`src/rtl/regfile_wr_sched.sv`:
```
// Write-port scheduler for the 32x32 register file: boot-loads all registers from an
// init table, then arbitrates CPU writeback (priority) against a buffered NPU stream.
module regfile_wr_sched #(
  parameter int FIFO_DEPTH   = 2,
  parameter int STARVE_LIMIT = 4
) (
  input  logic        clk_50,
  input  logic        rst,
  output logic [4:0]  init_addr,
  input  logic [31:0] init_data,
  output logic        init_done,
  input  logic        cpu_we,
  input  logic [4:0]  cpu_wr,
  input  logic [31:0] cpu_wd,
  output logic        cpu_stall,
  input  logic        npu_valid,
  input  logic [4:0]  npu_wr,
  input  logic [31:0] npu_wd,
  output logic        npu_ready,
  output logic        WE,
  output logic [4:0]  WR,
  output logic [31:0] WD
);

  // Handshakes: an NPU request transfers on any cycle with npu_valid && npu_ready and
  // must be held stable until then; the CPU holds cpu_we/cpu_wr/cpu_wd while cpu_stall=1.

  localparam int PTR_W = (FIFO_DEPTH > 1) ? $clog2(FIFO_DEPTH) : 1;
  localparam int CNT_W = $clog2(FIFO_DEPTH + 1);
  localparam int STV_W = (STARVE_LIMIT > 0) ? $clog2(STARVE_LIMIT + 1) : 1;

  typedef enum logic {
    ST_INIT = 1'b0,
    ST_RUN  = 1'b1
  } state_t;

  state_t state;
  state_t next_state;

  logic [4:0]       fifo_wr [FIFO_DEPTH];
  logic [31:0]      fifo_wd [FIFO_DEPTH];
  logic [PTR_W-1:0] rd_ptr;
  logic [PTR_W-1:0] wr_ptr;
  logic [CNT_W-1:0] count;
  logic [STV_W-1:0] starve;

  logic fifo_empty;
  logic fifo_full;
  logic starve_hit;
  logic cpu_grant;
  logic fifo_grant;
  logic push;
  logic pop;

  assign fifo_empty = (count == '0);
  assign fifo_full  = (count == CNT_W'(FIFO_DEPTH));
  assign starve_hit = !fifo_empty && (starve == STV_W'(STARVE_LIMIT));
  assign push       = npu_valid && npu_ready;
  assign pop        = fifo_grant;

  always_ff @(posedge clk_50) begin
    if (rst) begin
      state <= ST_INIT;
    end else begin
      state <= next_state;
    end
  end

  // rst is folded in here so the stall/ready outputs are already safe during the reset cycle.
  always_comb begin
    next_state = state;
    cpu_stall  = 1'b1;
    npu_ready  = 1'b0;
    cpu_grant  = 1'b0;
    fifo_grant = 1'b0;
    if (rst) begin
      next_state = ST_INIT;
    end else begin
      case (state)
        ST_INIT: begin
          if (init_addr == 5'd31) begin
            next_state = ST_RUN;
          end
        end
        ST_RUN: begin
          cpu_stall  = starve_hit;
          npu_ready  = !fifo_full;
          cpu_grant  = cpu_we && !starve_hit;
          fifo_grant = !cpu_grant && !fifo_empty;
        end
        default: begin
          next_state = ST_INIT;
        end
      endcase
    end
  end

  // Register-file write port; writes to r0 are dropped by holding WE low.
  always_ff @(posedge clk_50) begin
    if (rst) begin
      WE        <= 1'b0;
      WR        <= 5'd0;
      WD        <= 32'd0;
      init_addr <= 5'd0;
      init_done <= 1'b0;
    end else if (state == ST_INIT) begin
      WE        <= 1'b1;
      WR        <= init_addr;
      WD        <= init_data;
      init_addr <= init_addr + 5'd1;
      if (init_addr == 5'd31) begin
        init_done <= 1'b1;
      end
    end else begin
      WE <= 1'b0;
      if (cpu_grant) begin
        WE <= (cpu_wr != 5'd0);
        WR <= cpu_wr;
        WD <= cpu_wd;
      end else if (fifo_grant) begin
        WE <= (fifo_wr[rd_ptr] != 5'd0);
        WR <= fifo_wr[rd_ptr];
        WD <= fifo_wd[rd_ptr];
      end
    end
  end

  always_ff @(posedge clk_50) begin
    if (rst) begin
      rd_ptr <= '0;
      wr_ptr <= '0;
      count  <= '0;
    end else begin
      if (push) begin
        wr_ptr <= wr_ptr + PTR_W'(1);
      end
      if (pop) begin
        rd_ptr <= rd_ptr + PTR_W'(1);
      end
      case ({push, pop})
        2'b10:   count <= count + CNT_W'(1);
        2'b01:   count <= count - CNT_W'(1);
        default: count <= count;
      endcase
    end
  end

  // Entry storage needs no reset: count gates every read.
  always_ff @(posedge clk_50) begin
    if (push) begin
      fifo_wr[wr_ptr] <= npu_wr;
      fifo_wd[wr_ptr] <= npu_wd;
    end
  end

  // Counts CPU wins over a waiting NPU entry; at the limit the head is forced through.
  always_ff @(posedge clk_50) begin
    if (rst || pop || fifo_empty) begin
      starve <= '0;
    end else if (cpu_grant) begin
      starve <= starve + STV_W'(1);
    end
  end

endmodule

```
`config.mk`:
```
export PLATFORM = sky130hd
export DESIGN_NAME = regfile_wr_sched
export DESIGN_NICKNAME = d
export VERILOG_FILES = /design/src/rtl/regfile_wr_sched.sv
export SDC_FILE = /design/constraint.sdc
export NUM_CORES = 1
export LEC_CHECK = 0
export BUFFER_PORTS_ARGS = -buffer_cell sky130_fd_sc_hd__buf_2
export CAP_MARGIN = 25
export CORE_MARGIN = 10
export CORE_UTILIZATION = 53
export DETAILED_ROUTE_END_ITERATION = 10
export PLACE_DENSITY_LB_ADDON = 0.3
export SYNTH_ARGS = -nofsm -noshare
export SYNTH_HDL_FRONTEND = slang
export SYNTH_SLANG_ARGS = --single-unit
export TNS_END_PERCENT = 5
```
`constraint.sdc`:
```
create_clock -name clk_50 -period 3.9 [get_ports clk_50]
set_input_delay 0 -clock clk_50 [delete_from_list [all_inputs] [get_ports clk_50]]
set_output_delay 0 -clock clk_50 [all_outputs]
set_load 0.005 [all_outputs]
```
After elaboration in Yosys (flattened, before gate mapping)
Memories as Yosys holds them, arrays and structs flattened. A register that Yosys moved wholly into a read port is not among the register bits.
Index checks and enable logic that the tools add are counted.
- add/sub/neg operators: 6
- equality and inequality tests: 6
- muxes and demuxes: 26
- bitwise logic cells: 1
- reductions and logical operators: 15
- operator list (kind ; count):
    32-bit 2-to-1 mux ; 3
    1-bit 2-to-1 mux ; 19
    5-bit 2-to-1 mux ; 3
    5-bit nonzero test ; 2
    5-bit by 1-bit adder with 5-bit output, second input constant ; 1
    5-bit equality test, second input constant ; 1
    2-bit equality test, second input constant ; 2
    1-bit logical AND ; 4
    1-bit zero test ; 4
    2-bit one-hot mux with 2 select lines ; 1
    3-bit by 1-bit adder with 3-bit output, second input constant ; 1
    3-bit equality test, second input constant ; 1
    3-bit by 1-bit != test with 1-bit output, second input constant ; 1
    1-bit adder, second input constant ; 2
    2-bit by 1-bit adder with 2-bit output, second input constant ; 1
    2-bit by 1-bit equality test with 1-bit output, second input constant ; 1
    2-bit zero test ; 1
    1-bit logical OR ; 2
    2-bit AND reduction ; 1
    2-bit nonzero test ; 1
    2-bit by 1-bit subtractor with 2-bit output, second input constant ; 1
    1-bit inverter ; 1
- register bits after elaboration: 52
- memory bits (writable): 74
- bits of input ports: 110
- output and inout bits: 46
- memories: 2
- memory list (memory ; words ; bits a word ; read ports ; clocked after memory_dff ; wr ports ; line ; text):
    fifo_wd ; 2 ; 32 ; 1 ; 1 ; 1 ; 41 ; logic [31:0] fifo_wd [FIFO_DEPTH];
    fifo_wr ; 2 ; 5 ; 1 ; 1 ; 1 ; 40 ; logic [4:0] fifo_wr [FIFO_DEPTH];

Logic depth before layout (Yosys ltp)
- depth in word-level cells: 12
- gate-level depth with buffers: 9

Worst setup path before layout
No wires, ideal clock.
- kind: reg2reg
- start point: register state
- end point: memory fifo_wd[0][0] (enable)
- setup time: 431 ps
- data arrival time: 2531 ps
- required time: 3469 ps
- slack: 937 ps
- cell stages (with the launch flop): 5
- buffers on the path: 1
- cell sequence: dfxtp_1 buf_2 nor2b_1 nand3_1 nor2_1
- longest elaborated chain between the ends: 5
- RTL lines (what ; line ; text):
    start: declaration ; 37 ; state_t state;
    start signal: assignment ; 65 ; state <= next_state;
    1-bit 2-to-1 mux ; 79 ; case (state)
    1-bit 2-to-1 mux ; 76 ; if (rst) begin
    1-bit logical AND ; 58 ; assign push = npu_valid && npu_ready;
    1-bit 2-to-1 mux ; 150 ; if (push) begin
    1-bit 2-to-1 mux (implied by the code) ; 152 ; fifo_wd[wr_ptr] <= npu_wd;
    end: declaration ; 41 ;
Every way passes these cells.

Worst setup path after layout
- start point: register state
- end point: register WD[4]
- longest elaborated chain between the ends: 4
- elaborated cells on any way between the ends: 7
- RTL lines (what ; line ; text):
    1-bit 2-to-1 mux ; 79 ;
    1-bit 2-to-1 mux ; 76 ;
    32-bit 2-to-1 mux ; 116 ; if (cpu_grant) begin
    32-bit 2-to-1 mux ; 106 ; end else if (state == ST_INIT) begin
    end signal: assignment ; 109 ; WD <= init_data;
    end signal: assignment ; 119 ; WD <= cpu_wd;
    end signal: assignment ; 123 ; WD <= fifo_wd[rd_ptr];
    end: declaration ; 22 ; output logic [31:0] WD
Several ways; a longest one is shown, not always the timed one.
A chain may end at the register's enable or synchronous reset.

==> impl_metrics.toml <==
[sta]
slew_headroom = 0.4789
post-route-min-period_ps = 3152
worst_pin_slew_ps = 781.7
rsz0062_at_grt = "false"
fin_crit_sh = 0.8082
setup_tns_ps = 0
fin_skew_ps = 9.933
setup_viol = 0
slew_viol_final = 0
fmax_mhz = 317.3
hold_violations = 0

[synthesis]
yosysMostFrequentCell = "edfxtp_1"
synthCells = 464
synth-edff-count = 74
ys_ff_latch = 127
synthTopCellsByArea = "edfxtp_1 (38%), dfxtp_1 (18%), a311oi_2 (9.3%), mux2_2 (6.6%), o31a_1 (5.6%)"
synth_commonest_cells = "edfxtp_1 (74), nor2_1 (56), dfxtp_1 (53)"
yosysSeqAreaShare = 0.5662
avgSynthCellArea_um2 = 12.50
synth_top_area_frac = 0.3833
synthesis.area_um2 = 5798
yosys.area.top_type = "edfxtp_1"
syn_nets = 579
synthFlopType = "edfxtp_1"
synth_warnings = 0
async_flop_share = 0
ys_types = 42

[cells_and_area]
nFillCells = 685
multi_input_area_um2 = 2293
antenna_cells = 0
fin_nets = 796
regArea_um2 = 3286
design_area_um2 = 8026
drive_above_1_share = 0.4035
area_growth_pct = 38.43

[run]
drv_cap = 0

[global_route]
first_global_vias = 4974
grt-ovfl-total = 0
antenna_found_initial = 0
grt_max_degree = 50
grt_first_pass_wirelength_mm = 25.82
track_usage = 0.2053

[detailed_routing]
drc = 0
drtIter0Drc = 371
routedWlPerCell_um = 19.24
drt-total-wl_mm = 16.04
firstDrtPassIters = 5
vias_per_cell = 5.562
drtAntennaViolNets = 0
via_count = 4639

[setup_path]
arrival_ps = 3620
cp.required_ps = 4360
worstReg2RegEnd = "WD[4]$_SDFFE_PP0P_"
critPathKind = "reg -> reg"
critPathMaxFanout = 40
crit_start = "state$_SDFF_PP0_"
cp-end-kind = "flip-flop"
rrSetupSlack_ps = 750
crit_path_end = "WD[4]$_SDFFE_PP0P_"
ff2ff_path_depth = 6
r2r-start = "state$_SDFF_PP0_"
start_kind = "flip-flop"

[clock_tree]
post_cts_buffers = 0
cts-root-buf = "clkbuf_8"
clock-sinks = 127
cts_resized = 0
htreeDepth = 4
cts_tree = "built"
cts_hold_buf = 76
worstSkewPairLatency_ps = 530
numCtsBuffers = 17
clk_pin_slew_ps = 50
max-clock-path-buffers = 2

[placed_design]
dpl.hpwl_mm = 10.38
portBuffers = 155
gp_congestion = 0.7635
place_area_um2 = 6643

[floorplan]
start_util = 0.5372
die_w_um = 124.6
core_um2 = 10790
dieHeight_um = 124.6
die_area_um2 = 15520
ios = 156
num_rows = 38

[run_status]
status = "finished, final reports clean"

[power_and_ir_drop]
p_seq_frac = 0.451
netSwitchingFraction = 0.1973
powerDensity_nw_per_um2 = 401.9
p_sw_w = 0.0006363
p_comb_frac = 0.066
p_leak_nw = 3.174
ir_drop_mv = 0.2931
intPower_w = 0.002589
p_clk_frac = 0.483

[hold_path]
worstHoldPathType = "in -> reg"
==> critical path, stage by stage (launching register included) <==
cell           delay, ps
dfxtp_2              580
nand3b_4             460
nor2_4               670
buf_4                390
o21ai_1              130
a311oi_2             250
dlygate4sd3_1        590
==> worst min-delay path by stage <==
stage | startpoint | end | slack, ps | depth (start not counted)
2_1_floorplan | npu_wd[0] | fifo_wd[0][0]$_DFFE_PP_ | 100 | 0
3_3_place_gp | npu_wd[27] | fifo_wd[1][27]$_DFFE_PP_ | 190 | 1
3_5_place_dp | npu_wd[6] | fifo_wd[0][6]$_DFFE_PP_ | 190 | 1
4_1_cts | cpu_wd[1] | WD[1]$_SDFFE_PP0P_ | 0.4 | 4
5_1_grt | cpu_wd[26] | WD[26]$_SDFFE_PP0P_ | 10 | 4
6_report | cpu_wd[1] | WD[1]$_SDFFE_PP0P_ | 6 | 4
==> layout make-up <==
type                       count  share of cell area
sequential                   127              0.4094
multi-input combinational    292              0.2857
timing repair buffer         239              0.2086
clock buffer                  25             0.05908
tap                          140             0.02182
clock inverter                 7             0.01356
inverter                       4            0.001871
==> power groups by stage <==
stage          Combinational (W)  Sequential, W  Clock [W]
2_1_floorplan          0.0000501        0.00148          0
3_3_place_gp            0.000148        0.00148          0
3_5_place_dp            0.000152        0.00148          0
4_1_cts                 0.000211        0.00145    0.00157
5_1_grt                 0.000231        0.00146    0.00163
6_report                0.000212        0.00146    0.00156
==> layer usage <==
layer,GRT usage,part of all wire,wire [µm]
met5,0,0,0
met4,0.08568,0.026,413
met3,0.06681,0.071,1142
met2,0.3390,0.51,8216
met1,0.2398,0.39,6270
==> metrics by stage <==
step	hold WS [ps]	total power, W	worst slack, ps	util	std cells
after floorplan	98.87	0.001533	937.2	-	464
after global placement	188.3	0.001629	1424	0.6104	722
after detailed placement	191.4	0.001634	1318	0.6155	724
after CTS	0.4018	0.003234	805.1	0.7400	832
after global routing	12.86	0.003319	508.6	0.7437	834
final	5.721	0.003225	748.2	0.7437	834
==> logic make-up after synthesis <==
logic type                 after synthesis  share of synthesized area
xor gates and xnor gates                 8                    0.01209
adders and majority gates                5                    0.01079
and+or+nand+nor                        115                    0.08740
DFF                                    127                     0.5662
muxes                                   39                    0.07531
AOI/OAI and AO/OA                      125                     0.2054
buffers and inverters                   45                    0.04273
==> flip-flops by register name, summed over array words and instances (netlist names), 2 cells and up, named ones only <==
register / count
fifo_wd: 64
fifo_wr: 10
starve: 3
count: 2
WR: 5
init_addr: 5
WD: 32
==> cell usage in the layout, fill, tap and decap left out, drive strengths merged, types with 2 or more instances in the layout <==
master	netlist	layout
a21oi	4	4
a311oi	37	37
buf	30	163
bufinv	0	3
clkbuf	11	25
clkinv	0	4
dfxtp	53	53
dlygate4sd3	0	76
edfxtp	74	74
ha	5	5
inv	4	4
mux2	37	37
mux2i	2	2
nand2	38	38
nand2b	2	2
nand3	2	2
nand3b	2	2
nor2	57	57
nor2b	3	3
nor3	4	4
o21ai	42	42
o31a	37	37
xnor2	5	5
xor2	3	3
Power figures use the tool's default switching activity.
